==> src/rtl/audio_pkg.sv <==
// Shared definitions for the audio capture and playback paths.
package audio_pkg;

  localparam int unsigned MEM_WIDTH     = 16;
  localparam int unsigned MEM_DEPTH     = 65536;
  localparam int unsigned ADDR_WIDTH    = 16;
  localparam int unsigned BITS_PER_WORD = MEM_WIDTH;
  localparam int unsigned LEVEL_WIDTH   = 5;

  typedef enum logic {
    IDLE    = 1'b0,
    CAPTURE = 1'b1
  } cap_state_e;

  typedef enum logic {
    WR_IDLE = 1'b0,
    WR_PEND = 1'b1
  } wr_state_e;

  // Number of ones in a word; 16 fits in LEVEL_WIDTH bits without wrapping.
  function automatic logic [LEVEL_WIDTH-1:0] popcount(input logic [BITS_PER_WORD-1:0] w);
    logic [LEVEL_WIDTH-1:0] n;
    n = '0;
    for (int i = 0; i < int'(BITS_PER_WORD); i++) begin
      n = n + LEVEL_WIDTH'(w[i]);
    end
    return n;
  endfunction

endpackage

==> src/rtl/audio_input_if.sv <==
// Write port between the PDM capture path and the DelayBuffer.
interface audio_input_if #(
  parameter int unsigned MEM_WIDTH  = audio_pkg::MEM_WIDTH,
  parameter int unsigned ADDR_WIDTH = audio_pkg::ADDR_WIDTH
);

  logic                  write_enable;
  logic [MEM_WIDTH-1:0]  write_data;
  logic [ADDR_WIDTH-1:0] write_address;
  logic                  wr_ready;

  modport master (
    output write_enable,
    output write_data,
    output write_address,
    input  wr_ready
  );

  modport slave (
    input  write_enable,
    input  write_data,
    input  write_address,
    output wr_ready
  );

endinterface

==> src/rtl/pdm_deserializer.sv <==
// Packs the 1-bit PDM stream LSB-first into words and flags each completed word.
module pdm_deserializer #(
  parameter int unsigned MEM_WIDTH = audio_pkg::MEM_WIDTH
) (
  input  logic                               clk,
  input  logic                               reset_n,
  input  logic                               enable_i,
  input  logic                               pdm_i,
  output logic                               word_done_c,
  output logic [MEM_WIDTH-1:0]               word_c,
  output logic [audio_pkg::LEVEL_WIDTH-1:0]  level_c
);
  import audio_pkg::*;

  localparam int unsigned CW = $clog2(MEM_WIDTH);
  localparam logic [CW-1:0] LAST_BIT = CW'(MEM_WIDTH - 1);

  cap_state_e           state_q, state_d;
  logic [CW-1:0]        bit_count_q, bit_count_d;
  logic [MEM_WIDTH-1:0] shift_q, shift_d;

  always_ff @(posedge clk or negedge reset_n) begin
    if (!reset_n) begin
      state_q     <= IDLE;
      bit_count_q <= '0;
      shift_q     <= '0;
    end else begin
      state_q     <= state_d;
      bit_count_q <= bit_count_d;
      shift_q     <= shift_d;
    end
  end

  always_comb begin
    state_d = state_q;
    case (state_q)
      IDLE:    if (enable_i)  state_d = CAPTURE;
      CAPTURE: if (!enable_i) state_d = IDLE;
      default: state_d = IDLE;
    endcase
  end

  // bit_count is 0 in IDLE, so the first enabled edge lands in bit 0 either way.
  always_comb begin
    bit_count_d = bit_count_q;
    shift_d     = shift_q;
    if (enable_i) begin
      shift_d[bit_count_q] = pdm_i;
      bit_count_d = (bit_count_q == LAST_BIT) ? '0 : bit_count_q + CW'(1);
    end else begin
      bit_count_d = '0;
    end
    word_done_c = enable_i && (state_q == CAPTURE) && (bit_count_q == LAST_BIT);
    word_c      = shift_d;
    level_c     = popcount(BITS_PER_WORD'(shift_d));
  end

endmodule

==> src/rtl/audio_input.sv <==
// PDM capture path: deserializes microphone bits and writes words to the DelayBuffer.
module audio_input #(
  parameter int unsigned MEM_WIDTH  = audio_pkg::MEM_WIDTH,
  parameter int unsigned MEM_DEPTH  = audio_pkg::MEM_DEPTH,
  parameter int unsigned ADDR_WIDTH = audio_pkg::ADDR_WIDTH
) (
  input  logic                 clk,
  input  logic                 reset_n,
  input  logic                 enable,
  input  logic                 PDM_in,
  audio_input_if.master        wr,
  output logic [4:0]           level,
  output logic                 overrun
);
  import audio_pkg::*;

  localparam logic [ADDR_WIDTH-1:0] ADDR_LAST = ADDR_WIDTH'(MEM_DEPTH - 1);

  logic                  word_done_c;
  logic [MEM_WIDTH-1:0]  word_c;
  logic [4:0]            level_c;
  logic                  accept_c;

  wr_state_e             wr_state_q, wr_state_d;
  logic                  write_enable_q, write_enable_d;
  logic [MEM_WIDTH-1:0]  write_data_q, write_data_d;
  logic [ADDR_WIDTH-1:0] write_address_q, write_address_d;
  logic [4:0]            level_q, level_d;
  logic                  overrun_q, overrun_d;

  pdm_deserializer #(.MEM_WIDTH(MEM_WIDTH)) u_deser (
    .clk         (clk),
    .reset_n     (reset_n),
    .enable_i    (enable),
    .pdm_i       (PDM_in),
    .word_done_c (word_done_c),
    .word_c      (word_c),
    .level_c     (level_c)
  );

  assign accept_c = write_enable_q & wr.wr_ready;

  always_ff @(posedge clk or negedge reset_n) begin
    if (!reset_n) begin
      wr_state_q      <= WR_IDLE;
      write_enable_q  <= 1'b0;
      write_data_q    <= '0;
      write_address_q <= '0;
      level_q         <= '0;
      overrun_q       <= 1'b0;
    end else begin
      wr_state_q      <= wr_state_d;
      write_enable_q  <= write_enable_d;
      write_data_q    <= write_data_d;
      write_address_q <= write_address_d;
      level_q         <= level_d;
      overrun_q       <= overrun_d;
    end
  end

  always_comb begin
    wr_state_d = wr_state_q;
    case (wr_state_q)
      WR_IDLE: if (word_done_c)               wr_state_d = WR_PEND;
      WR_PEND: if (accept_c && !word_done_c)  wr_state_d = WR_IDLE;
      default: wr_state_d = WR_IDLE;
    endcase
  end

  // A word completing while the previous one is still unaccepted is dropped.
  always_comb begin
    write_enable_d  = write_enable_q;
    write_data_d    = write_data_q;
    write_address_d = write_address_q;
    level_d         = level_q;
    overrun_d       = overrun_q;

    if (word_done_c) level_d = level_c;
    if (!enable)     overrun_d = 1'b0;

    case (wr_state_q)
      WR_IDLE: begin
        if (word_done_c) begin
          write_data_d   = word_c;
          write_enable_d = 1'b1;
        end
      end
      WR_PEND: begin
        if (accept_c) begin
          write_address_d = (write_address_q == ADDR_LAST) ? '0
                                                           : write_address_q + ADDR_WIDTH'(1);
          if (word_done_c) begin
            write_data_d   = word_c;
            write_enable_d = 1'b1;
          end else begin
            write_enable_d = 1'b0;
          end
        end else if (word_done_c) begin
          overrun_d = 1'b1;
        end
      end
      default: ;
    endcase
  end

  assign wr.write_enable  = write_enable_q;
  assign wr.write_data    = write_data_q;
  assign wr.write_address = write_address_q;
  assign level            = level_q;
  assign overrun          = overrun_q;

endmodule
==> src/flat_wrapper.sv <==
// flat-port wrapper written by rule: the top's interface ports become plain ports
module audio_input_flat import audio_pkg::*;
#(
  parameter int unsigned MEM_WIDTH  = audio_pkg::MEM_WIDTH,
  parameter int unsigned MEM_DEPTH  = audio_pkg::MEM_DEPTH,
  parameter int unsigned ADDR_WIDTH = audio_pkg::ADDR_WIDTH
)
  (clk, reset_n, enable, PDM_in, level, overrun, wr_write_enable, wr_write_data, wr_write_address, wr_wr_ready);
  audio_input_if #(.MEM_WIDTH(MEM_WIDTH), .ADDR_WIDTH(ADDR_WIDTH)) wr_i ();
  input  logic clk;
  input  logic reset_n;
  input  logic enable;
  input  logic PDM_in;
  output logic [4:0] level;
  output logic overrun;
  output wire logic [$bits(wr_i.write_enable)-1:0] wr_write_enable;
  output wire logic [$bits(wr_i.write_data)-1:0] wr_write_data;
  output wire logic [$bits(wr_i.write_address)-1:0] wr_write_address;
  input wire logic [$bits(wr_i.wr_ready)-1:0] wr_wr_ready;
  assign wr_write_enable = wr_i.write_enable;
  assign wr_write_data = wr_i.write_data;
  assign wr_write_address = wr_i.write_address;
  assign wr_i.wr_ready = wr_wr_ready;
  audio_input #(.MEM_WIDTH(MEM_WIDTH), .MEM_DEPTH(MEM_DEPTH), .ADDR_WIDTH(ADDR_WIDTH)) u_core (.clk(clk), .reset_n(reset_n), .enable(enable), .PDM_in(PDM_in), .wr(wr_i), .level(level), .overrun(overrun));
endmodule
==> config.mk <==
export PLATFORM = sky130hd
export DESIGN_NAME = audio_input_flat
export DESIGN_NICKNAME = d
export VERILOG_FILES = /design/src/rtl/audio_pkg.sv /design/src/rtl/audio_input_if.sv /design/src/rtl/pdm_deserializer.sv /design/src/rtl/audio_input.sv /design/src/flat_wrapper.sv
export SDC_FILE = /design/constraint.sdc
export NUM_CORES = 1
export LEC_CHECK = 0
export CAP_MARGIN = 40
export CORE_MARGIN = 4
export CORE_UTILIZATION = 44
export DETAILED_ROUTE_END_ITERATION = 10
export PLACE_DENSITY_LB_ADDON = 0.05
export SYNTH_ARGS = -nofsm -noshare
export SYNTH_HDL_FRONTEND = slang
export SYNTH_SLANG_ARGS = --single-unit
==> constraint.sdc <==
create_clock -name clk -period 4.3 [get_ports clk]
set_input_delay 0.86 -clock clk [delete_from_list [all_inputs] [get_ports clk]]
set_output_delay 0.86 -clock clk [all_outputs]
set_load 0.05 [all_outputs]
## Word-level counts from Yosys, hierarchy flattened

Index checks and enable logic that the tools add are counted.

- Register bits after elaboration: 61
- Bits in latches: 0
- RAM bits: 0
- Bits in read-only memories: 0
- Input bits: 5
- Output and inout bits: 39
- Logic and storage cells: 62
- Memories: 0

- Add/sub/neg operators: 17
- Multipliers: 0
- Div/mod/pow operators: 0
- Magnitude comparators: 2
- Eq/ne operators: 4
- Shift operators: 0
- Muxes and demuxes: 21
- Bitwise operators: 2
- Reduce and logical (&&, ||, !) cells: 7

Operators by type and width:

| operator | count |
|---|---|
| 16-bit two-way mux | 4 |
| 5-bit by 1-bit adder with 5-bit output | 11 |
| 16-bit one-hot mux with 2 select lines | 1 |
| 16-bit by 1-bit adder with 16-bit output, second input constant | 1 |
| 16-bit bitwise mux | 1 |
| 16-bit equality test, second input constant | 1 |
| 1-bit two-way mux | 10 |
| 4-bit two-way mux | 2 |
| 4-bit by 1-bit adder with 5-bit output | 1 |
| 4-bit by 5-bit less-than comparator with 1-bit output, second input constant | 1 |
| 3-bit by 1-bit adder with 4-bit output | 1 |
| 4-bit by 1-bit adder with 4-bit output, second input constant | 1 |
| 1-bit demux with 4-bit select | 1 |
| 4-bit equality test, second input constant | 1 |
| 4-bit by 1-bit >= comparator with 1-bit output, second input constant | 1 |
| 1-bit logical AND | 4 |
| 2-bit by 1-bit != test with 1-bit output, second input constant | 2 |
| 1-bit one-hot mux with 2 select lines | 2 |
| 2-bit AND reduction | 2 |
| 2-bit by 1-bit adder with 3-bit output | 1 |
| 1-bit by 1-bit adder with 2-bit output | 1 |
| 1-bit bitwise AND | 1 |
| 1-bit zero test | 1 |
| 1-bit NOT | 1 |

## Logic depth before layout (Yosys ltp)

- Word-level depth: 21
- Gate-level depth with buffers: 16
- Mapped depth without buffers: 16

## Modules after synthesis

Synthesis repeated with hierarchy kept, for this count alone.

- Cell total of the unflattened synthesis: 251
- Area, all modules: 3061.7 um2

By module, submodules not included:

| module | instances | cells an instance | area an instance (um2) | seq. area each (um2) |
|---|---|---|---|---|
| audio_input | 1 | 135 | 1697.9 | 1001.0 |
| pdm_deserializer | 1 | 116 | 1363.8 | 525.5 |

## Least setup slack after synthesis

OpenSTA, ideal clock, no wires.

- Kind: input-to-reg
- Start: in enable
- End: reg u_core.level_q[4] (netlist: u_core.level[4])
- Setup time: 0.133 ns
- Arrival: 4.527 ns
- Required time: 4.167 ns
- Setup slack: -0.360 ns
- Stages on the path: 13
- Path buffers: 0
- Cells stage by stage: inv_1 nor4b_1 mux2i_1 fa_1 fa_1 fa_1 fa_1 inv_1 ha_1 fa_1 a21o_1 nand2_1 o21ai_0

- Longest elaborated chain between the ends: 16
- Elaborated cells between the ends (all ways): 18
- Those cells by class: add/sub: 15; mux: 1; reduce/logical: 2

RTL lines:

| element | line | source |
|---|---|---|
| start: declaration | flat_wrapper.sv:12 | `input logic enable;` |
| 16-bit two-way mux | pdm_deserializer.sv:47 | `if (enable_i) begin` |
| 1-bit by 1-bit adder with 2-bit output | audio_pkg.sv:25 | `n = n + LEVEL_WIDTH'(w[i]);` |
| 2-bit by 1-bit adder with 3-bit output | audio_pkg.sv:25 |  |
| 3-bit by 1-bit adder with 4-bit output | audio_pkg.sv:25 |  |
| 4-bit by 1-bit adder with 5-bit output | audio_pkg.sv:25 |  |
| 5-bit by 1-bit adder with 5-bit output (11 in a row) | audio_pkg.sv:25 |  |
| end signal: assignment | audio_input.sv:56 | `level_q <= level_d;` |
| end: declaration | audio_input.sv:28 | `logic [4:0] level_q, level_d;` |

Several ways; a longest one is shown, not always the timed one.
A chain may end at the register's enable or synchronous reset.

## Worst setup path after layout

- Start: in enable
- End: reg u_core.level_q[1] (netlist: u_core.level[1])

- Longest elaborated chain between the ends: 16
- Elaborated cells between the ends (all ways): 18
- Those cells by class: add/sub: 15; mux: 1; reduce/logical: 2

RTL lines:

| element | line | source |
|---|---|---|
| 16-bit two-way mux (*) | pdm_deserializer.sv:47 |  |
| 1-bit by 1-bit adder with 2-bit output | audio_pkg.sv:25 |  |
| 2-bit by 1-bit adder with 3-bit output | audio_pkg.sv:25 |  |
| 3-bit by 1-bit adder with 4-bit output | audio_pkg.sv:25 |  |
| 4-bit by 1-bit adder with 5-bit output | audio_pkg.sv:25 |  |
| 5-bit by 1-bit adder with 5-bit output (10 in a row) | audio_pkg.sv:25 |  |
| 5-bit by 1-bit adder with 5-bit output (*) | audio_pkg.sv:25 |  |
| net u_core.level_c[1] | audio_input.sv:21 | `logic [4:0] level_c;` |

The timed path passes the listed nets; every way through them passes the cells marked *.

==> impl_metrics.yaml <==
grt:
  grt_max_degree: 35
  first_global_vias: 2195
  grtUsageTotal: 0.165
  grt-ovfl-total: 0
  grt_pass1_wl_um: 10800
  antenna_found_initial: 0
critical_path:
  crit_fanout: 4
  cpLargestDelayFamily: "adder cells"
  path_common_cell: "fa_1"
  arrival_ps: 4540
  crit_required_ps: 4510
  critPathKind: "in2reg"
  cp_slowest_stage_delay_ps: 510
  start_kind: "input pin"
  critPathCaptureType: "register"
  path_buf_inv: 3
  worstPathCellList: "buf_8 -> clkinvlp_4 -> nor4b_4 -> mux2i_2 -> fa_1 -> fa_1 -> fa_1 -> fa_1 -> inv_1 -> ha_2 -> fa_2 -> mux2_4"
  cp_slowest_cell: "fa_1"
run_status:
  violations: "setup timing"
  status: "finished, violations left"
pwr:
  p_leak_nw: 2.03
  seqPwrFrac: 0.379
  internal-power_w: 0.00119
  pwr-share-comb: 0.233
  switchingPower_w: 0.000427
  clkPwrFrac: 0.388
  power_density_nw_per_um2: 394
  irDropWorstVdd_mv: 0.239
  swShare: 0.263
worst_hold_path:
  hold_class: "reg2reg"
floorplan:
  dieArea_sq_um: 8160
  die_w_um: 90.4
  row_count: 29
  initial_core_util: 0.462
  core_sq_um: 6460
  fp.dieH_um: 90.4
  ios: 44
finish:
  drive_above_1_share: 0.251
  n_antenna_cell: 0
  syn_to_final_growth_pct: 38.0
  nets: 379
  instances_no_fill: 436
  final_util: 0.638
synthesis:
  synth_cell_types: 35
  synthesis.area_sq_um: 2980
  synth_nets: 292
  seq_area_frac_synth: 0.512
  synthCells: 267
  ys_ff_latch: 61
  yosys_warnings: 0
  post_synth.cell_area_avg_sq_um: 11.2
timing:
  min_period_over_period: 1.01
  final-setup-viol-count: 2
  slew-limit-headroom: 0.499
  maxSlewViolCount: 0
  rsz0062_at_grt: "true"
  timing.final.ws_setup_ps: -23.1
  hold_ws_ps: 480
  fin_tns_setup_ps: -33.7
  hold_violations: 0
  min_period_ps: 4320
  max_freq_mhz: 231
  worst_slew_pin_slew_ps: 749
  clock_skew_ps: 5.36
clock_tree:
  ctsHoldBuffers: 0
  cts_max_level: 3
  cts.clk_slew.worst_paths_ps: 70
  cts.sink_count: 61
  cts_tree: "built"
  clk_latency_ps: 330
  numCtsBuffers: 9
  clock_path_buffers: 2
  cts_root_buf: "clkbuf_8"
placement:
  place_ws_ps: -870
  dp_hpwl_um: 4440
  dp.cells: 408
  numPortBuffers: 43
  gp_congestion: 0.796
routing:
  drt_first_iter_violations: 171
  drcViolationCount: 0
  vias: 2219
  drtPass1Iterations: 4
  routed_wl_um: 6350
  wl_per_cell_um: 14.6
  postRouteAntennaNets: 0
  avgViaCountPerCell: 5.09
run:
  drv_cap: 0
## cell usage after synthesis (all sizes together)
| cell | instances | area share |
|---|---|---|
| fa | 10 | 0.067 |
| ha | 10 | 0.042 |
| nand3 | 7 | 0.016 |
| a21bo | 1 | 0.0034 |
| nor4 | 1 | 0.0021 |
| a31oi | 1 | 0.0021 |
| or4 | 2 | 0.0055 |
| mux2 | 9 | 0.034 |
| a21o | 3 | 0.0075 |
| or3 | 2 | 0.0063 |
| a311oi | 2 | 0.0059 |
| a21oi | 4 | 0.0067 |
| nand4 | 6 | 0.013 |
| nor2 | 8 | 0.010 |
| o21ai | 20 | 0.034 |
| o31ai | 3 | 0.0075 |
| mux2i | 12 | 0.040 |
| nand4b | 9 | 0.026 |
| dfrtp | 61 | 0.51 |
| and4 | 1 | 0.0029 |
| clkbuf | 7 | 0.0088 |
| xor2 | 5 | 0.015 |
| and2 | 1 | 0.0021 |
| nor4b | 4 | 0.012 |
| inv | 30 | 0.038 |
| nand2 | 30 | 0.038 |
| and3 | 6 | 0.013 |
| xnor2 | 9 | 0.026 |
| buf | 2 | 0.0029 |
| nor3 | 1 | 0.0017 |
## sequential cells by signal, summed over array words and instances, names as in the netlist
| name | count |
|---|---|
| u_core.u_deser.state_q | 1 |
| u_core.wr_state_q | 1 |
| u_core.u_deser.shift_q | 16 |
| u_core.wr.write_address | 16 |
| u_core.level | 5 |
| u_core.overrun | 1 |
| u_core.wr.write_enable | 1 |
| u_core.wr.write_data | 16 |
| u_core.u_deser.bit_count_q | 4 |
## routing by layer
metal / vias to the layer above / global-route usage / wire length (um)
li1: 1086 / - / -
met1: 1076 / 0.240 / 3170
met2: 52 / 0.240 / 2780
met3: 5 / 0.0458 / 354
met4: 0 / 0.0459 / 49
met5: - / 0 / 0
## worst min-delay path, cell delays in order, from the launching register on
cell	delay, ps
dfrtp_1	340
nand2_1	40
o21ai_0	60
## worst paths after layout
| path | startpoint | end | slack, ps | cells past startpoint |
|---|---|---|---|---|
| min | u_core.wr.write_data[9]$_DFFE_PN0P_ | u_core.wr.write_data[9]$_DFFE_PN0P_ | 480 | 2 |
| max | enable | u_core.level[1]$_DFFE_PN0P_ | -20 | 12 |
| min reg2reg | u_core.wr.write_data[9]$_DFFE_PN0P_ | u_core.wr.write_data[9]$_DFFE_PN0P_ | 480 | 2 |
| min in group asynchronous | reset_n | u_core.u_deser.shift_q[7]$_DFF_PN0_ | 560 | 1 |
| max reg2reg | u_core.u_deser.bit_count_q[0]$_DFF_PN0_ | u_core.level[1]$_DFFE_PN0P_ | 10 | 14 |
| max in group asynchronous | reset_n | u_core.u_deser.shift_q[15]$_DFF_PN0_ | 2870 | 2 |
## logic make-up after synthesis
logic type	Yosys count	share of synthesized area
buffers and inverters	39	0.0495
adders and majority gates	20	0.109
AOI/OAI and AO/OA	34	0.0667
muxes	21	0.0742
and+or+nand+nor	78	0.148
DFF	61	0.512
xor gates and xnor gates	14	0.0411
## power groups by stage
| stage | sequential [W] | combinational (W) | clock [W] |
|---|---|---|---|
| floorplan | 0.000618 | 0.000216 | 0 |
| global placement | 0.000622 | 0.000337 | 0 |
| detailed placement | 0.000622 | 0.000347 | 0 |
| CTS | 0.000613 | 0.000372 | 0.000639 |
| global route | 0.000617 | 0.000440 | 0.000675 |
| finish | 0.000614 | 0.000379 | 0.000629 |
## layout by cell type, fill, tap and decap left out, types with 2 or more instances in the layout
| cell type | Yosys | final |
|---|---|---|
| inv_1 | 30 | 28 |
| clkbuf_8 | 0 | 10 |
| nand3_1 | 6 | 6 |
| nor2_1 | 8 | 8 |
| a21oi_1 | 4 | 4 |
| o31ai_1 | 3 | 3 |
| clkdlybuf4s50_1 | 0 | 40 |
| ha_1 | 10 | 6 |
| o21ai_0 | 20 | 19 |
| buf_2 | 1 | 2 |
| fa_1 | 10 | 9 |
| nand2_1 | 30 | 30 |
| mux2i_1 | 12 | 7 |
| dfrtp_1 | 61 | 59 |
| dfrtp_2 | 0 | 2 |
| bufinv_16 | 0 | 3 |
| nand4b_1 | 9 | 9 |
| buf_4 | 0 | 40 |
| nand4_1 | 6 | 6 |
| mux2_2 | 9 | 8 |
| ha_2 | 0 | 4 |
| xnor2_1 | 9 | 9 |
| clkbuf_1 | 7 | 2 |
| xor2_1 | 5 | 5 |
| a311oi_1 | 2 | 2 |
| mux2i_2 | 0 | 5 |
| nor4b_4 | 0 | 3 |
| and3_1 | 5 | 5 |
| a21o_1 | 3 | 3 |
## area by class of cell
cell class,count,area [sq um]
Clock buffer,12,145
Clock inverter,4,95.1
Fill cell,504,2340
Inverter,30,116
Multi-Input combinational cell,167,1390
Sequential cell,61,1530
Tap cell,77,96.3
Timing Repair Buffer,85,746
## repair_timing
action | in CTS | in global routing
setup endpoints to repair | 5 | 4
gates resized for setup | 17 | 6
gates cloned | 1 | 0
hold endpoints to repair | 0 | 0
buffers inserted | 9 | 2
pin swaps | 6 | 4
## stage by stage
step,power [W],instance area [sq um]
after floorplan,0.000834,3020
final,0.00162,4120
after global placement,0.000959,3730
after CTS,0.00162,4090
after global routing,0.00173,4120
after detailed placement,0.000969,3730
No activity file was read; power rests on OpenSTA's default activity.
